**src/rtl/sqrt_ctrl_fsm_pkg.sv**
```systemverilog
// sqrt_ctrl_fsm_pkg: shared definitions for the magnitude/square-root controller.
//   - state encodings (StIdle..StDone) and the state register width
//   - AU1 / AU2 op codes
//   - packed 20-bit control word driven to the datapath
// Optional feature macro used by files importing this package: SQRT_CTRL_ABORT_EN.
package sqrt_ctrl_fsm_pkg;

    localparam int unsigned StateW = 4;

    typedef enum logic [StateW-1:0] {
        StIdle = 4'd0,
        StLoad = 4'd1,
        StAbs1 = 4'd2,
        StAbs2 = 4'd3,
        StMax  = 4'd4,
        StMin  = 4'd5,
        StSub  = 4'd6,
        StAdd  = 4'd7,
        StMaxF = 4'd8,
        StDone = 4'd9
    } state_e;

    typedef enum logic [1:0] {
        Au1AbsA = 2'b00,
        Au1AbsB = 2'b01,
        Au1Max  = 2'b10,
        Au1Min  = 2'b11
    } au1_op_e;

    typedef enum logic [1:0] {
        Au2Sub   = 2'b00,
        Au2Add   = 2'b01,
        Au2Max   = 2'b10,
        Au2PassA = 2'b11
    } au2_op_e;

    // 20-bit control word, MSB first.
    typedef struct packed {
        logic    in1_tri;
        logic    in2_tri;
        logic    r1_e;
        logic    r2_e;
        logic    r1_tri;
        logic    r2_tri;
        au1_op_e au1_op;
        logic    au1_tri;
        logic    au1_tri1;
        logic    shift3_tri;
        logic    r3_e;
        logic    r4_e;
        logic    r5_e;
        logic    r4_tri;
        logic    r5_tri;
        au2_op_e au2_op;
        logic    au2_tri;
        logic    done;
    } ctrl_t;

endpackage

```
**src/rtl/sqrt_ctrl_fsm_if.sv**
```systemverilog
// sqrt_ctrl_fsm_if: handshake and datapath-control bundle of the sqrt controller.
//   master : controller side (receives start[/abort], drives busy, enables, op codes, done)
//   slave  : datapath / requester side
// Optional feature macro: SQRT_CTRL_ABORT_EN adds the abort request line after start.
interface sqrt_ctrl_fsm_if;

    logic       start;
`ifdef SQRT_CTRL_ABORT_EN
    logic       abort;
`endif
    logic       busy;
    logic       In1_tri;
    logic       In2_tri;
    logic       R1_e;
    logic       R2_e;
    logic       R1_tri;
    logic       R2_tri;
    logic [1:0] AU1_op;
    logic       AU1_tri;
    logic       AU1_tri1;
    logic       shift3_tri;
    logic       R3_e;
    logic       R4_e;
    logic       R5_e;
    logic       R4_tri;
    logic       R5_tri;
    logic [1:0] AU2_op;
    logic       AU2_tri;
    logic       done;

    modport master (
        input  start,
`ifdef SQRT_CTRL_ABORT_EN
        input  abort,
`endif
        output busy, In1_tri, In2_tri, R1_e, R2_e, R1_tri, R2_tri, AU1_op, AU1_tri,
               AU1_tri1, shift3_tri, R3_e, R4_e, R5_e, R4_tri, R5_tri, AU2_op, AU2_tri,
               done
    );

    modport slave (
        output start,
`ifdef SQRT_CTRL_ABORT_EN
        output abort,
`endif
        input  busy, In1_tri, In2_tri, R1_e, R2_e, R1_tri, R2_tri, AU1_op, AU1_tri,
               AU1_tri1, shift3_tri, R3_e, R4_e, R5_e, R4_tri, R5_tri, AU2_op, AU2_tri,
               done
    );

endinterface

```
**src/rtl/sqrt_ctrl_decode.sv**
```systemverilog
// sqrt_ctrl_decode: purely combinational state -> 20-bit control word decode.
//   state_i : controller state
//   ctrl_o  : datapath enables, tri-state selects, op codes and done
// Unused encodings decode to an all-zero word.
module sqrt_ctrl_decode
    import sqrt_ctrl_fsm_pkg::*;
(
    input  state_e state_i,
    output ctrl_t  ctrl_o
);

    always_comb begin
        ctrl_o = '0;
        case (state_i)
            StIdle: ctrl_o = '0;
            StLoad: begin
                ctrl_o.in1_tri = 1'b1;
                ctrl_o.in2_tri = 1'b1;
                ctrl_o.r1_e    = 1'b1;
                ctrl_o.r2_e    = 1'b1;
            end
            StAbs1: begin
                ctrl_o.au1_op  = Au1AbsA;
                ctrl_o.au1_tri = 1'b1;
                ctrl_o.r1_e    = 1'b1;
            end
            StAbs2: begin
                ctrl_o.au1_op   = Au1AbsB;
                ctrl_o.r2_tri   = 1'b1;
                ctrl_o.au1_tri1 = 1'b1;
                ctrl_o.r2_e     = 1'b1;
            end
            StMax: begin
                // x lands in R4 and x>>3 in R3 on the same edge
                ctrl_o.au1_op     = Au1Max;
                ctrl_o.r2_tri     = 1'b1;
                ctrl_o.shift3_tri = 1'b1;
                ctrl_o.r3_e       = 1'b1;
                ctrl_o.r4_e       = 1'b1;
            end
            StMin: begin
                ctrl_o.au1_op = Au1Min;
                ctrl_o.r2_tri = 1'b1;
                ctrl_o.r5_e   = 1'b1;
            end
            StSub: begin
                ctrl_o.r4_tri  = 1'b1;
                ctrl_o.au2_op  = Au2Sub;
                ctrl_o.au2_tri = 1'b1;
                ctrl_o.r3_e    = 1'b1;
            end
            StAdd: begin
                ctrl_o.r5_tri  = 1'b1;
                ctrl_o.au2_op  = Au2Add;
                ctrl_o.au2_tri = 1'b1;
                ctrl_o.r3_e    = 1'b1;
            end
            StMaxF: begin
                ctrl_o.r4_tri  = 1'b1;
                ctrl_o.au2_op  = Au2Max;
                ctrl_o.au2_tri = 1'b1;
                ctrl_o.r3_e    = 1'b1;
            end
            StDone: ctrl_o.done = 1'b1;
            default: ctrl_o = '0;
        endcase
    end

endmodule

```
**src/rtl/sqrt_ctrl_fsm.sv**
```systemverilog
// sqrt_ctrl_fsm: Moore control unit for the 5-bit magnitude/sqrt datapath,
// out ~= max(x - x/8 + y/2, x) with x = max(|a|,|b|), y = min(|a|,|b|).
//   clk   : system clock, rising edge
//   clear : asynchronous active-low reset
//   bus   : sqrt_ctrl_fsm_if.master (start[, abort] in; busy, datapath controls, done out)
// Optional feature macro: SQRT_CTRL_ABORT_EN adds an abort request that returns the
// sequence to idle from any state other than idle/done.
// Outputs are registered: the control word for the next state is decoded ahead and
// captured alongside the state, so every output is a pure function of the state flops.
module sqrt_ctrl_fsm
    import sqrt_ctrl_fsm_pkg::*;
(
    input  logic            clk,
    input  logic            clear,
    sqrt_ctrl_fsm_if.master bus
);

    state_e state_q, state_d;
    ctrl_t  ctrl_q, ctrl_d;
    logic   busy_q, busy_d;
    logic   abort_req;

`ifdef SQRT_CTRL_ABORT_EN
    assign abort_req = bus.abort;
`else
    assign abort_req = 1'b0;
`endif

    always_comb begin
        state_d = state_q;
        case (state_q)
            StIdle:  if (bus.start) state_d = StLoad;
            StLoad:  state_d = StAbs1;
            StAbs1:  state_d = StAbs2;
            StAbs2:  state_d = StMax;
            StMax:   state_d = StMin;
            StMin:   state_d = StSub;
            StSub:   state_d = StAdd;
            StAdd:   state_d = StMaxF;
            StMaxF:  state_d = StDone;
            StDone:  state_d = StIdle;
            default: state_d = StIdle;
        endcase
        // Abort overrides sequencing, but never the idle start decision or the done cycle.
        if (abort_req && (state_q != StIdle) && (state_q != StDone)) begin
            state_d = StIdle;
        end
    end

    sqrt_ctrl_decode u_decode (
        .state_i (state_d),
        .ctrl_o  (ctrl_d)
    );

    assign busy_d = (state_d != StIdle);

    always_ff @(posedge clk or negedge clear) begin
        if (!clear) begin
            state_q <= StIdle;
            ctrl_q  <= '0;
            busy_q  <= 1'b0;
        end else begin
            state_q <= state_d;
            ctrl_q  <= ctrl_d;
            busy_q  <= busy_d;
        end
    end

    assign bus.busy       = busy_q;
    assign bus.In1_tri    = ctrl_q.in1_tri;
    assign bus.In2_tri    = ctrl_q.in2_tri;
    assign bus.R1_e       = ctrl_q.r1_e;
    assign bus.R2_e       = ctrl_q.r2_e;
    assign bus.R1_tri     = ctrl_q.r1_tri;
    assign bus.R2_tri     = ctrl_q.r2_tri;
    assign bus.AU1_op     = ctrl_q.au1_op;
    assign bus.AU1_tri    = ctrl_q.au1_tri;
    assign bus.AU1_tri1   = ctrl_q.au1_tri1;
    assign bus.shift3_tri = ctrl_q.shift3_tri;
    assign bus.R3_e       = ctrl_q.r3_e;
    assign bus.R4_e       = ctrl_q.r4_e;
    assign bus.R5_e       = ctrl_q.r5_e;
    assign bus.R4_tri     = ctrl_q.r4_tri;
    assign bus.R5_tri     = ctrl_q.r5_tri;
    assign bus.AU2_op     = ctrl_q.au2_op;
    assign bus.AU2_tri    = ctrl_q.au2_tri;
    assign bus.done       = ctrl_q.done;

endmodule

```
**src/flat_wrapper.sv**
```systemverilog
// flat-port wrapper written by rule: the top's interface ports become plain ports
module sqrt_ctrl_fsm_flat import sqrt_ctrl_fsm_pkg::*;
  (clk, clear, bus_start, bus_busy, bus_In1_tri, bus_In2_tri, bus_R1_e, bus_R2_e, bus_R1_tri, bus_R2_tri, bus_AU1_op, bus_AU1_tri, bus_AU1_tri1, bus_shift3_tri, bus_R3_e, bus_R4_e, bus_R5_e, bus_R4_tri, bus_R5_tri, bus_AU2_op, bus_AU2_tri, bus_done);
  sqrt_ctrl_fsm_if bus_i ();
  input  logic clk;
  input  logic clear;
  input wire logic [$bits(bus_i.start)-1:0] bus_start;
  output wire logic [$bits(bus_i.busy)-1:0] bus_busy;
  output wire logic [$bits(bus_i.In1_tri)-1:0] bus_In1_tri;
  output wire logic [$bits(bus_i.In2_tri)-1:0] bus_In2_tri;
  output wire logic [$bits(bus_i.R1_e)-1:0] bus_R1_e;
  output wire logic [$bits(bus_i.R2_e)-1:0] bus_R2_e;
  output wire logic [$bits(bus_i.R1_tri)-1:0] bus_R1_tri;
  output wire logic [$bits(bus_i.R2_tri)-1:0] bus_R2_tri;
  output wire logic [$bits(bus_i.AU1_op)-1:0] bus_AU1_op;
  output wire logic [$bits(bus_i.AU1_tri)-1:0] bus_AU1_tri;
  output wire logic [$bits(bus_i.AU1_tri1)-1:0] bus_AU1_tri1;
  output wire logic [$bits(bus_i.shift3_tri)-1:0] bus_shift3_tri;
  output wire logic [$bits(bus_i.R3_e)-1:0] bus_R3_e;
  output wire logic [$bits(bus_i.R4_e)-1:0] bus_R4_e;
  output wire logic [$bits(bus_i.R5_e)-1:0] bus_R5_e;
  output wire logic [$bits(bus_i.R4_tri)-1:0] bus_R4_tri;
  output wire logic [$bits(bus_i.R5_tri)-1:0] bus_R5_tri;
  output wire logic [$bits(bus_i.AU2_op)-1:0] bus_AU2_op;
  output wire logic [$bits(bus_i.AU2_tri)-1:0] bus_AU2_tri;
  output wire logic [$bits(bus_i.done)-1:0] bus_done;
  assign bus_i.start = bus_start;
  assign bus_busy = bus_i.busy;
  assign bus_In1_tri = bus_i.In1_tri;
  assign bus_In2_tri = bus_i.In2_tri;
  assign bus_R1_e = bus_i.R1_e;
  assign bus_R2_e = bus_i.R2_e;
  assign bus_R1_tri = bus_i.R1_tri;
  assign bus_R2_tri = bus_i.R2_tri;
  assign bus_AU1_op = bus_i.AU1_op;
  assign bus_AU1_tri = bus_i.AU1_tri;
  assign bus_AU1_tri1 = bus_i.AU1_tri1;
  assign bus_shift3_tri = bus_i.shift3_tri;
  assign bus_R3_e = bus_i.R3_e;
  assign bus_R4_e = bus_i.R4_e;
  assign bus_R5_e = bus_i.R5_e;
  assign bus_R4_tri = bus_i.R4_tri;
  assign bus_R5_tri = bus_i.R5_tri;
  assign bus_AU2_op = bus_i.AU2_op;
  assign bus_AU2_tri = bus_i.AU2_tri;
  assign bus_done = bus_i.done;
  sqrt_ctrl_fsm u_core (.clk(clk), .clear(clear), .bus(bus_i));
endmodule
```
**config.mk**
```make
export PLATFORM = sky130hd
export DESIGN_NAME = sqrt_ctrl_fsm_flat
export DESIGN_NICKNAME = d
export VERILOG_FILES = /design/src/rtl/sqrt_ctrl_fsm_pkg.sv /design/src/rtl/sqrt_ctrl_fsm_if.sv /design/src/rtl/sqrt_ctrl_decode.sv /design/src/rtl/sqrt_ctrl_fsm.sv /design/src/flat_wrapper.sv
export SDC_FILE = /design/constraint.sdc
export NUM_CORES = 1
export LEC_CHECK = 0
export BUFFER_PORTS_ARGS = -buffer_cell sky130_fd_sc_hd__buf_2
export CORE_UTILIZATION = 30
export CTS_BUF_LIST = sky130_fd_sc_hd__clkbuf_16
export CTS_CLUSTER_DIAMETER = 50
export DETAILED_ROUTE_END_ITERATION = 12
export GPL_TIMING_DRIVEN = 0
export MAX_ROUTING_LAYER = met4
export PLACE_DENSITY = 0.59
export SETUP_SLACK_MARGIN = 0.05
export SYNTH_ARGS = -nofsm -noshare
export SYNTH_HDL_FRONTEND = slang
export SYNTH_SLANG_ARGS = --single-unit
```
**constraint.sdc**
```tcl
create_clock -name clk -period 1.5 [get_ports clk]
set_clock_uncertainty 0.05 [all_clocks]
set_input_delay 0.45 -clock clk [delete_from_list [all_inputs] [get_ports clk]]
set_output_delay 0.45 -clock clk [all_outputs]
set_load 0.03 [all_outputs]
```
After elaboration in Yosys (flattened, before gate mapping)
Index checks and enable logic that the tools add are counted.
{ "totals": {"register_bits": 23, "output_inout_bits": 21} }
{ "classes": {"n_reduce_logical": 7, "n_eq_ne": 17, "n_mux": 16} }
{ "ops": {"columns": ["op", "n"], "rows": [
  ["$pmux W4 S9", 1],
  ["$eq A4 B3 Y1 const B", 8],
  ["$eq A4 B2 Y1 const B", 4],
  ["$eq A4 B4 Y1 const B", 3],
  ["$mux W1", 11],
  ["$pmux W3 S3", 1],
  ["$eq A4 B1 Y1 const B", 2],
  ["$pmux W2 S3", 1],
  ["$reduce_or A2 Y1", 3],
  ["$logic_not A4 Y1", 1],
  ["$mux W4", 1],
  ["$reduce_bool A4 Y1", 1],
  ["$reduce_or A4 Y1", 1],
  ["$reduce_or A3 Y1", 1],
  ["$mux W2", 1]
]} }

Depth between registers and ports, before layout
{ "depth": {"depth_word": 5, "ltp_mapped": 4, "depth_no_buf": 2} }

Modules after synthesis
A second synthesis with hierarchy kept.
{ "unflattened": {"cells_unflattened": 76, "area_unflattened_um2": 967.2} }
{ "by_module_without_submodules": {"columns": ["mod", "area_per_inst_um2", "cells_each", "n_inst", "seq_area_each_um2"], "rows": [
  ["sqrt_ctrl_fsm", 745.7, 40, 1, 625.6],
  ["sqrt_ctrl_decode", 221.5, 36, 1, 0.0]
]} }

Worst setup path after synthesis
Ideal clock, no wire load.
{ "synth_path": {"path_type": "reg2out", "from": "reg u_core.bus.R5_tri (netlist name)", "to": "out bus_AU2_op[0]", "t_arrival_ns": 0.703, "n_path_buf": 1, "slack_ns": 0.297, "path_stages_with_launch": 2, "required_time_ns": 1.000, "cell_sequence": "dfrtp_1 > buf_4"} }
{ "synth_rtl": {"columns": ["item", "line_no", "text"], "rows": [
  ["to (decl)", "flat_wrapper.sv:24", "output wire logic [$bits(bus_i.AU2_op)-1:0] bus_AU2_op;"]
]} }

==> metrics.yaml <==
status: "completed"
regMostFlops: "u_core.state_q"
tns_ns: 0
layout_commonest_cell: "buf_2"
viasPerCell: 4.49
ys_top_cells_by_area: "dfrtp_1, nor2_1, nor3_1"
rsz0062_at_grt: "no"
drt_iter0_drc: 7
synth_compound_area_share_pct: 6.91
period_share_pct: 94.1
syn_nets: 77
post_synth_instance_area_um2: 833
cts_buffer_depth: 2
synth-simple-area-share_pct: 19.2
rows: 18
antenna_found_initial: 0
remaining_drc_errors: 0
cp.buffers_inverters: 2
path_cells: "buf_4, buf_2"
power.internal_mw: 1.57
synth_top_cell_by_area: "dfrtp_1"
synth.avg_cell_area_um2: 11.3
grt_max_degree: 22
ys_ff_latch: 21
first_pass_iters: 3
synth_fa_ha_area_share_pct: 0
holdWs_ns: 0.0871
worstPathArrival_ns: 0.91
critical_path_class: "flop to primary output"
dieArea_um2: 2990
hpwl_um: 959
tritoncts: "yes"
cts_root_buf: "clkbuf_16"
yosysWarnings: 0
clkPwrFrac_pct: 20.2
fillers: 253
largest_reg_flops: 4
place_congestion: 0.730
clock_latency_ns: 0.25
fin_crit_ns: 1.41
p_sw_mw: 1.12
start_kind: "flop"
p_leak_nw: 0.563
setup_violations: 0
die_y_um: 54.7
start_util_pct: 32.7
hold_path_class: "input pin to asynchronous set/reset pin"
hold_violations: 0
required_ns: 1.00
cpMaxStageDelayCell: "dfrtp_1"
slowest_delay_ns: 0.37
cts_sinks: 21
grt_pass1_wl_um: 2130
powerDensity_nw_per_um2: 2540
grt-ovfl-total: 0
p_sw_share_pct: 41.5
yosysSeqAreaShare_pct: 63.1
fin_util_pct: 41.6
drive_gt1_share_pct: 39.0
cap_violations: 0
grt_use_total_pct: 11.1
antenna_cells: 0
yosysTopAreaCellShare_pct: 63.1
critical_path.top_delay_family: "flip-flops"
yosysUniqueCellTypes: 22
synthXorXnorAreaFrac_pct: 1.05
grt_pass1_vias: 514
post_drt_wl_per_cell_um: 10.4
port-buffer-count: 22
worst-path-max-fanout: 2
final_nets: 104
fmax_ghz: 0.709
slew_violations: 0
htree_levels: 1
post_cts_buffers: 0
synth_mux_area_share_pct: 0
ant_nets: 0
cts_resized: 0
seq_power_share_pct: 31.4
most-common-layout-cells: "buf_2, dfrtp_1, nor2_1, nor3_1, a21oi_1"
num_vias: 584
synth_top_family_by_area: "simple AND/OR/NAND/NOR gates"
synthCells: 74
die_w_um: 54.7
synthToLayoutAreaGrowth_pct: 27.2
cts_hold_buffers: 0
cts_buffers: 3
clk_pin_slew_ns: 0.05
p_comb_share_pct: 48.4
coreArea_um2: 2540
wl_um: 1360
irDropWorstVdd_uv: 1370
ios: 24
critPathCaptureType: "primary output"
[area by class of cell]
type                       count  area [µm²]  area share, %
buffer                        11        70.1           6.61
timing repair buffer          22         110           10.4
inverter                       2        7.51          0.708
clock buffer                   3        75.1           7.08
tap                           30        37.5           3.54
multi-input combinational     40         230           21.7
sequential                    21         526           49.6
clock inverter                 1        3.75          0.354
[power groups by stage]
stage,Sequential [mW],Clock [mW],Combinational (mW)
2_1_floorplan,1.20,0,0.654
3_3_place_gp,0.847,0,1.29
3_5_place_dp,0.857,0,1.31
4_1_cts,0.846,0.551,1.31
5_1_grt,0.869,0.568,1.42
6_report,0.843,0.543,1.30
[logic make-up (layout without fill, tap and decap cells)]
logic type                after synthesis  after routing
xor gates and xnor gates                1              1
DFF                                    21             21
and+or+nand+nor                        28             28
buffers and inverters                  13             39
AOI/OAI and AO/OA                      10             10
other                                   1              1
[path summary, 6_finish.rpt]
check | startpoint | depth (start not counted) | slack [ns] | endpoint
setup / recovery | u_core.bus.In1_tri | 2 | 0.09 | bus_In2_tri
hold / removal | clear | 1 | 0.09 | u_core.bus.R1_e
setup reg to reg | u_core.state_q[1] | 3 | 0.23 | u_core.state_q[3]
max in group asynchronous | clear | 1 | 1.01 | u_core.bus.R5_tri
min in group clk | bus_start | 3 | 0.45 | u_core.bus.R1_e
hold reg to reg | u_core.state_q[2] | 2 | 0.52 | u_core.bus.done
[metal layers]
metal	part of all wire, %	GRT usage, %
met4	3.7	8.97
met5	0	-
met3	5.5	3.33
met1	44	10.6
met2	47	18.3
[stage by stage]
stage,area [µm²],cells,worst slack (ns),power [mW]
after floorplan,833,74,0.297,1.85
after global placement,981,126,0.264,2.14
after detailed placement,981,126,0.257,2.17
after CTS,1060,130,0.0847,2.71
after global routing,1060,130,0.0622,2.86
final,1060,130,0.0886,2.69
[cells in the mapped netlist]
cell type / number
inv_1: 2
nor4b_2: 1
buf_2: 5
conb_1: 1
nor3_1: 6
a21oi_1: 5
o21a_1: 1
buf_6: 1
nor2_1: 9
nor4_1: 2
or2_2: 1
or4b_4: 1
xnor2_1: 1
nand3b_1: 1
dfrtp_1: 21
a21bo_2: 1
clkbuf_1: 1
nand2b_1: 4
buf_4: 4
or3b_1: 1
o21ai_0: 3
nand2_1: 2
Power figures use the tool's default switching activity.
